## config.mk

```make
export PLATFORM = sky130hd
export DESIGN_NAME = regfile_wb_arbiter
export DESIGN_NICKNAME = d
export VERILOG_FILES = /design/src/rtl/regfile_pkg.sv /design/src/rtl/regfile_wb_arbiter_rr.sv /design/src/rtl/regfile_wb_arbiter.sv
export SDC_FILE = /design/constraint.sdc
export NUM_CORES = 1
export LEC_CHECK = 0
export CAP_MARGIN = 20
export CORE_MARGIN = 2
export CORE_UTILIZATION = 45
export CTS_BUF_LIST = sky130_fd_sc_hd__clkbuf_2
export DETAILED_ROUTE_END_ITERATION = 6
export PLACE_DENSITY = 0.87
export SETUP_SLACK_MARGIN = 0.05
export SLEW_MARGIN = 20
export SYNTH_ARGS = -nofsm -noshare
export SYNTH_HDL_FRONTEND = slang
export SYNTH_HIERARCHICAL = 1
export SYNTH_SLANG_ARGS = --single-unit
```

## constraint.sdc

```tcl
create_clock -name clk -period 3.8 [get_ports clk]
set_input_delay 0.57 -clock clk [delete_from_list [all_inputs] [get_ports clk]]
set_output_delay 0.57 -clock clk [all_outputs]
set_load 0.05 [all_outputs]
```

## src/rtl/regfile_pkg.sv

```systemverilog
// Shared widths and requester indices for the register-file write-back arbiter.
package regfile_pkg;
  localparam int DATA_W   = 32;
  localparam int ADDR_W   = 5;
  localparam int NUM_REGS = 1 << ADDR_W;
  localparam logic [ADDR_W-1:0] LINK_ADDR = 5'd31;

  localparam int NUM_REQ = 3;
  localparam logic [1:0] REQ_ALU  = 2'd0;
  localparam logic [1:0] REQ_MEM  = 2'd1;
  localparam logic [1:0] REQ_LINK = 2'd2;
endpackage

```

## src/rtl/regfile_wb_arbiter_rr.sv

```systemverilog
// Three-way round-robin arbiter: the search starts at ptr_q, and the pointer
// moves to the slot after the winner. With no grant, the pointer holds.
module rr_arbiter3
  import regfile_pkg::*;
(
  input  logic               clk,
  input  logic               rst,
  input  logic [NUM_REQ-1:0] valid,
  output logic [NUM_REQ-1:0] grant
);

  logic [1:0] ptr_q, ptr_d;

  // Rotated priority search, then advance the pointer past the winner
  always_comb begin
    grant = '0;
    ptr_d = ptr_q;
    case (ptr_q)
      REQ_MEM: begin
        if      (valid[REQ_MEM])  grant[REQ_MEM]  = 1'b1;
        else if (valid[REQ_LINK]) grant[REQ_LINK] = 1'b1;
        else if (valid[REQ_ALU])  grant[REQ_ALU]  = 1'b1;
      end
      REQ_LINK: begin
        if      (valid[REQ_LINK]) grant[REQ_LINK] = 1'b1;
        else if (valid[REQ_ALU])  grant[REQ_ALU]  = 1'b1;
        else if (valid[REQ_MEM])  grant[REQ_MEM]  = 1'b1;
      end
      default: begin
        if      (valid[REQ_ALU])  grant[REQ_ALU]  = 1'b1;
        else if (valid[REQ_MEM])  grant[REQ_MEM]  = 1'b1;
        else if (valid[REQ_LINK]) grant[REQ_LINK] = 1'b1;
      end
    endcase
    if      (grant[REQ_ALU])  ptr_d = REQ_MEM;
    else if (grant[REQ_MEM])  ptr_d = REQ_LINK;
    else if (grant[REQ_LINK]) ptr_d = REQ_ALU;
  end

  // Pointer register, starts at the ALU after reset
  always_ff @(posedge clk) begin
    if (rst) ptr_q <= REQ_ALU;
    else     ptr_q <= ptr_d;
  end

endmodule

```

## src/rtl/regfile_wb_arbiter.sv

```systemverilog
// Write-back arbiter for the single register-file write port: ALU, load and
// link requesters share it round-robin, through a one-cycle registered
// write stage. It also keeps the pending-write scoreboard used for RAW stalls.
// The optional macro WB_BYPASS_EN adds two compare ports that expose the write
// landing in the current cycle to read-port consumers.
module regfile_wb_arbiter
  import regfile_pkg::*;
(
  input  logic                clk,
  input  logic                rst,
  input  logic                alu_valid,
  input  logic [ADDR_W-1:0]   alu_dest,
  input  logic [DATA_W-1:0]   alu_data,
  output logic                alu_ready,
  input  logic                mem_valid,
  input  logic [ADDR_W-1:0]   mem_dest,
  input  logic [DATA_W-1:0]   mem_data,
  output logic                mem_ready,
  input  logic                link_valid,
  input  logic [DATA_W-1:0]   link_data,
  output logic                link_ready,
  input  logic                issue_en,
  input  logic [ADDR_W-1:0]   issue_dest,
  output logic [NUM_REGS-1:0] pending,
`ifdef WB_BYPASS_EN
  input  logic [ADDR_W-1:0]   byp_addr1,
  input  logic [ADDR_W-1:0]   byp_addr2,
  output logic                byp_hit1,
  output logic                byp_hit2,
  output logic [DATA_W-1:0]   byp_data1,
  output logic [DATA_W-1:0]   byp_data2,
`endif
  output logic                wr_en,
  output logic [ADDR_W-1:0]   wr_addr,
  output logic [DATA_W-1:0]   wr_data
);

  logic [NUM_REQ-1:0]  req_vld, grant;
  logic                wr_en_q, wr_en_d;
  logic [ADDR_W-1:0]   wr_addr_q, wr_addr_d;
  logic [DATA_W-1:0]   wr_data_q, wr_data_d;
  logic [NUM_REGS-1:0] pending_q, pending_d;

  // Requests are masked during reset, so no ready rises and nothing is granted
  assign req_vld = {link_valid, mem_valid, alu_valid} & {NUM_REQ{~rst}};

  rr_arbiter3 u_arb (
    .clk   (clk),
    .rst   (rst),
    .valid (req_vld),
    .grant (grant)
  );

  assign alu_ready  = grant[REQ_ALU];
  assign mem_ready  = grant[REQ_MEM];
  assign link_ready = grant[REQ_LINK];

  // Load the winner into the write stage; clear its scoreboard bit, and let
  // a same-cycle issue set the bit again because that writer is newer
  always_comb begin
    wr_en_d   = |grant;
    wr_addr_d = wr_addr_q;
    wr_data_d = wr_data_q;
    pending_d = pending_q;
    if (grant[REQ_ALU]) begin
      wr_addr_d = alu_dest;
      wr_data_d = alu_data;
    end else if (grant[REQ_MEM]) begin
      wr_addr_d = mem_dest;
      wr_data_d = mem_data;
    end else if (grant[REQ_LINK]) begin
      wr_addr_d = LINK_ADDR;
      wr_data_d = link_data;
    end
    if (wr_en_d)  pending_d[wr_addr_d]  = 1'b0;
    if (issue_en) pending_d[issue_dest] = 1'b1;
  end

  // Write stage and scoreboard registers; reset drops any in-flight write
  always_ff @(posedge clk) begin
    if (rst) begin
      wr_en_q   <= 1'b0;
      wr_addr_q <= '0;
      wr_data_q <= '0;
      pending_q <= '0;
    end else begin
      wr_en_q   <= wr_en_d;
      wr_addr_q <= wr_addr_d;
      wr_data_q <= wr_data_d;
      pending_q <= pending_d;
    end
  end

  assign wr_en   = wr_en_q;
  assign wr_addr = wr_addr_q;
  assign wr_data = wr_data_q;
  assign pending = pending_q;

`ifdef WB_BYPASS_EN
  assign byp_hit1  = wr_en_q & (wr_addr_q == byp_addr1);
  assign byp_hit2  = wr_en_q & (wr_addr_q == byp_addr2);
  assign byp_data1 = wr_data_q;
  assign byp_data2 = wr_data_q;
`endif

endmodule

```

==> results.md <==
- Worst min-delay path endpoint: u_arb/ptr_q[0]$_SDFFE_PP0P_
- Detailed-route via count: 4292
- Seq/Total Area, Yosys: between 30 and 40%
- Die Ht: between 90 and 100 um
- Total gr overflow: 0
- Top FF cell, synth: dfxtp_1
- Met1 Track Usage GR: 33.73%
- Final wirelength: 13.41 mm
- Max_cap viols: 0
- Worst-path cell chain: inv_1 > ha_1 > nor2b_1 > o31a_2 > buf_4 > buf_4
- Io pins: 190
- Mapped cell area: slightly above 4000 um2
- Final ANT Viol Nets: 0
- Critical path's slowest cell: buf_4
- P per Cell Area: 386.9 nW/um2
- Crit path launch type: register
- Worst R2R End: pending[12]$_SDFF_PP0_
- Post-CTS Hold Fix Bufs: 0
- Unique masters post-synth: 41
- Worst R2R Start: u_arb/ptr_q[0]$_SDFFE_PP0P_
- RSZ-0062 raised after global routing: false
- First-pass GRT wire length: 21.73 mm
- Met2 Usage GRT: 46.99%
- Largest net degree at the start of global routing: 46
- Commonest cells after routing, fill and taps aside: clkdlybuf4s50_1, nand2_1, dfxtp_1, nor2_1, a21oi_1
- Relative slew slack: 41.78%
- Placeable Area: 8678 um2
- Final setup TNS: 0 ns
- Reg2reg path depth: 9
- TritonRoute pass-1 iters: 5
- Initial antenna violation count: 0
- Clock Path Buffers: 2
- Grt peak-use layer: met2
- Initial Utilization: 46.37%
- Worst Hold Class: primary input to register
- Cts bufs inserted: 9
- Setup Buffers After CTS: 0
- CTS clock-pin slew for the worst setup and hold paths: 0.21 ns
- Share of layout cells above drive strength 1: 8.971%
- Final hold vios: 0
- Chip width: a little under 100 um
- Die area: 9714 um2
- Multi-input logic area: 2361 um2
- Root Driver: clkbuf_2
- Maximum clock frequency: 290.2 MHz
- Worst Path Buf+Inv: 3
- # diodes: 0
- Maximum fanout along the worst path: 36
- Element type at the critical path end: output pin
- Hold path depth: 3
- WS Path Type: register to output pin
- Worst-Skew Late Latency: about 0.52 ns
- Row cnt: 34
- CTS tree: built
- Synth Instances: between 500 and 600
- Resized Gates After CTS: 0
- CP required: 3.23 ns
- Crit share post-route: between 90% and 100%
- Clock sink total: 72
- Most common cell after layout, fill and taps aside: clkdlybuf4s50_1
- Via/cell ratio: between 5 and 6
- Total GRT Usage: 27.36%
- Worst EP arrival: 2.88 ns
- Number of port buffers: 189
- Period minus WS final: 3.446 ns
- Layout area overhead: 50.44%
- Final layout net count: between 700 and 800
- H-tree levels: 3
- Most frequent CP cell: buf_4
- Hold slack: between 0.3 and 0.4 ns
- Mapped Avg Cell Area: 8.000 um2
- GR Util met3: 5.745%
- DRT iter0 DRCs: 185
- Worst clock skew: just over 0.03 ns
- Status: finished, final reports clean
- Final Wtd Congestion: 0.8953
- Worst vdd ir: 0.2280 mV
- Count of final max-slew check failures: 0
- Synth Warn #: 6
- Async SR Flop Fraction: 0%
- Leakage: ~0.0021 uW
- Vias in the first global route: ~4300
- Top cell family by delay on the critical path: buffers and inverters
- Detailed placement HPWL: 9.934 mm
- FF/Latch Area: 1441 um2
- Worst slew pin tran: 0.8682 ns
- Crit path largest cell delay: 0.58 ns
- Hold Crit Start: rst
- Register bit total from synthesis: 72
- Reg2reg setup slack: 0.80 ns
- DR WL/cell: 17.02 um
- FILL cells: 690
- Final setup fails: 0
- Post-synth EDFFs: 0
- Remaining DRCs: 0
- Post-Synthesis Net Count: 622
==> Yosys cell counts, drive strengths merged, types with 2 or more instances <==
| cell type | instances | share of area, % |
|---|---|---|
| o31ai | 4 | 2.1 |
| a21oi | 35 | 4.4 |
| ha | 2 | 0.62 |
| o21ai | 24 | 3.3 |
| a211oi | 33 | 6.3 |
| or3b | 4 | 0.87 |
| clkbuf | 16 | 1.5 |
| inv | 7 | 0.65 |
| mux2i | 32 | 8.0 |
| o211ai | 10 | 1.9 |
| nor2 | 70 | 6.5 |
| buf | 20 | 3.8 |
| o31a | 5 | 1.6 |
| nor2b | 10 | 1.9 |
| nand2b | 2 | 0.31 |
| nand2 | 92 | 8.6 |
| nor3 | 48 | 8.5 |
| dfxtp | 72 | 36 |
| nand3 | 2 | 0.25 |
| nand3b | 5 | 0.93 |
| or3 | 3 | 0.47 |
==> worst reg2reg max path, stage by stage, from the launching register on <==
cell	delay [ns]
dfxtp_1	0.38
inv_1	0.06
ha_1	0.35
and2b_1	0.25
o2111ai_2	0.14
inv_1	0.42
nor3_4	0.11
o31ai_4	0.70
nor3_1	0.18
a211oi_1	0.31
==> worst max-delay path by stage <==
stage                     cells past startpoint                      to  slack, ns                         from
after floorplan                              10  pending[10]$_SDFF_PP0_       0.57                          rst
after global placement                        6               mem_ready       0.66                   link_valid
after detailed placement                      8  pending[12]$_SDFF_PP0_       0.45                   link_valid
after CTS                                     6               mem_ready       0.38  u_arb/ptr_q[0]$_SDFFE_PP0P_
after global routing                          6               mem_ready       0.19  u_arb/ptr_q[0]$_SDFFE_PP0P_
final                                         6               mem_ready       0.35  u_arb/ptr_q[0]$_SDFFE_PP0P_
==> cell families after synthesis <==
logic type               Yosys count  synth area share, %
buffers and inverters             43                5.970
flip-flops                        72                35.82
AO/OA/AOI/OAI                    115                20.52
multiplexers                      33                8.333
AND/OR/NAND/NOR                  238                28.73
adder cells (fa/ha/maj)            2               0.6218
==> flip-flops by register name (all words and copies together), names as in the netlist <==
name	flops
pending	32
u_arb/ptr_q	2
wr_addr	5
wr_data	32
wr_en	1
==> routing by layer <==
| metal | wire [um] | share of wire [%] |
|---|---|---|
| met1 | 5606 | 42 |
| met2 | 6604 | 49 |
| met3 | 890 | 6.6 |
| met4 | 311 | 2.3 |
| met5 | 0 | 0 |
==> final cells by class <==
cell class	count	share of cell area [%]
clock buffers	9	0.7441
clock inverters	6	1.406
inverters	7	0.4341
multi-input cells	388	39.00
flip-flops and latches	72	23.81
well taps	108	2.232
repair buffers	198	32.37
==> stage by stage <==
stage | total power, uW | area (um2) | cells | utilization, % | worst slack (ns)
4_1_cts | 2340 | 6053 | 788 | 69.75 | 0.3777
6_report | 2342 | 6053 | 788 | 69.75 | 0.3539
3_5_place_dp | 1860 | 5923 | 773 | 68.25 | 0.4538
3_3_place_gp | 1836 | 5923 | 773 | 68.25 | 0.6641
5_1_grt | 2452 | 6053 | 788 | 69.75 | 0.1938
2_1_floorplan | 1525 | 4024 | 503 | - | 0.5701
==> report_power, final <==
| group | total [uW] | internal, uW | switching, uW |
|---|---|---|---|
| registers | 850 | 816 | 33.5 |
| logic | 1000 | 389 | 615 |
| clock network | 488 | 211 | 277 |
| total | 2340 | 1420 | 925 |
No activity file was read; power rests on OpenSTA's default activity.
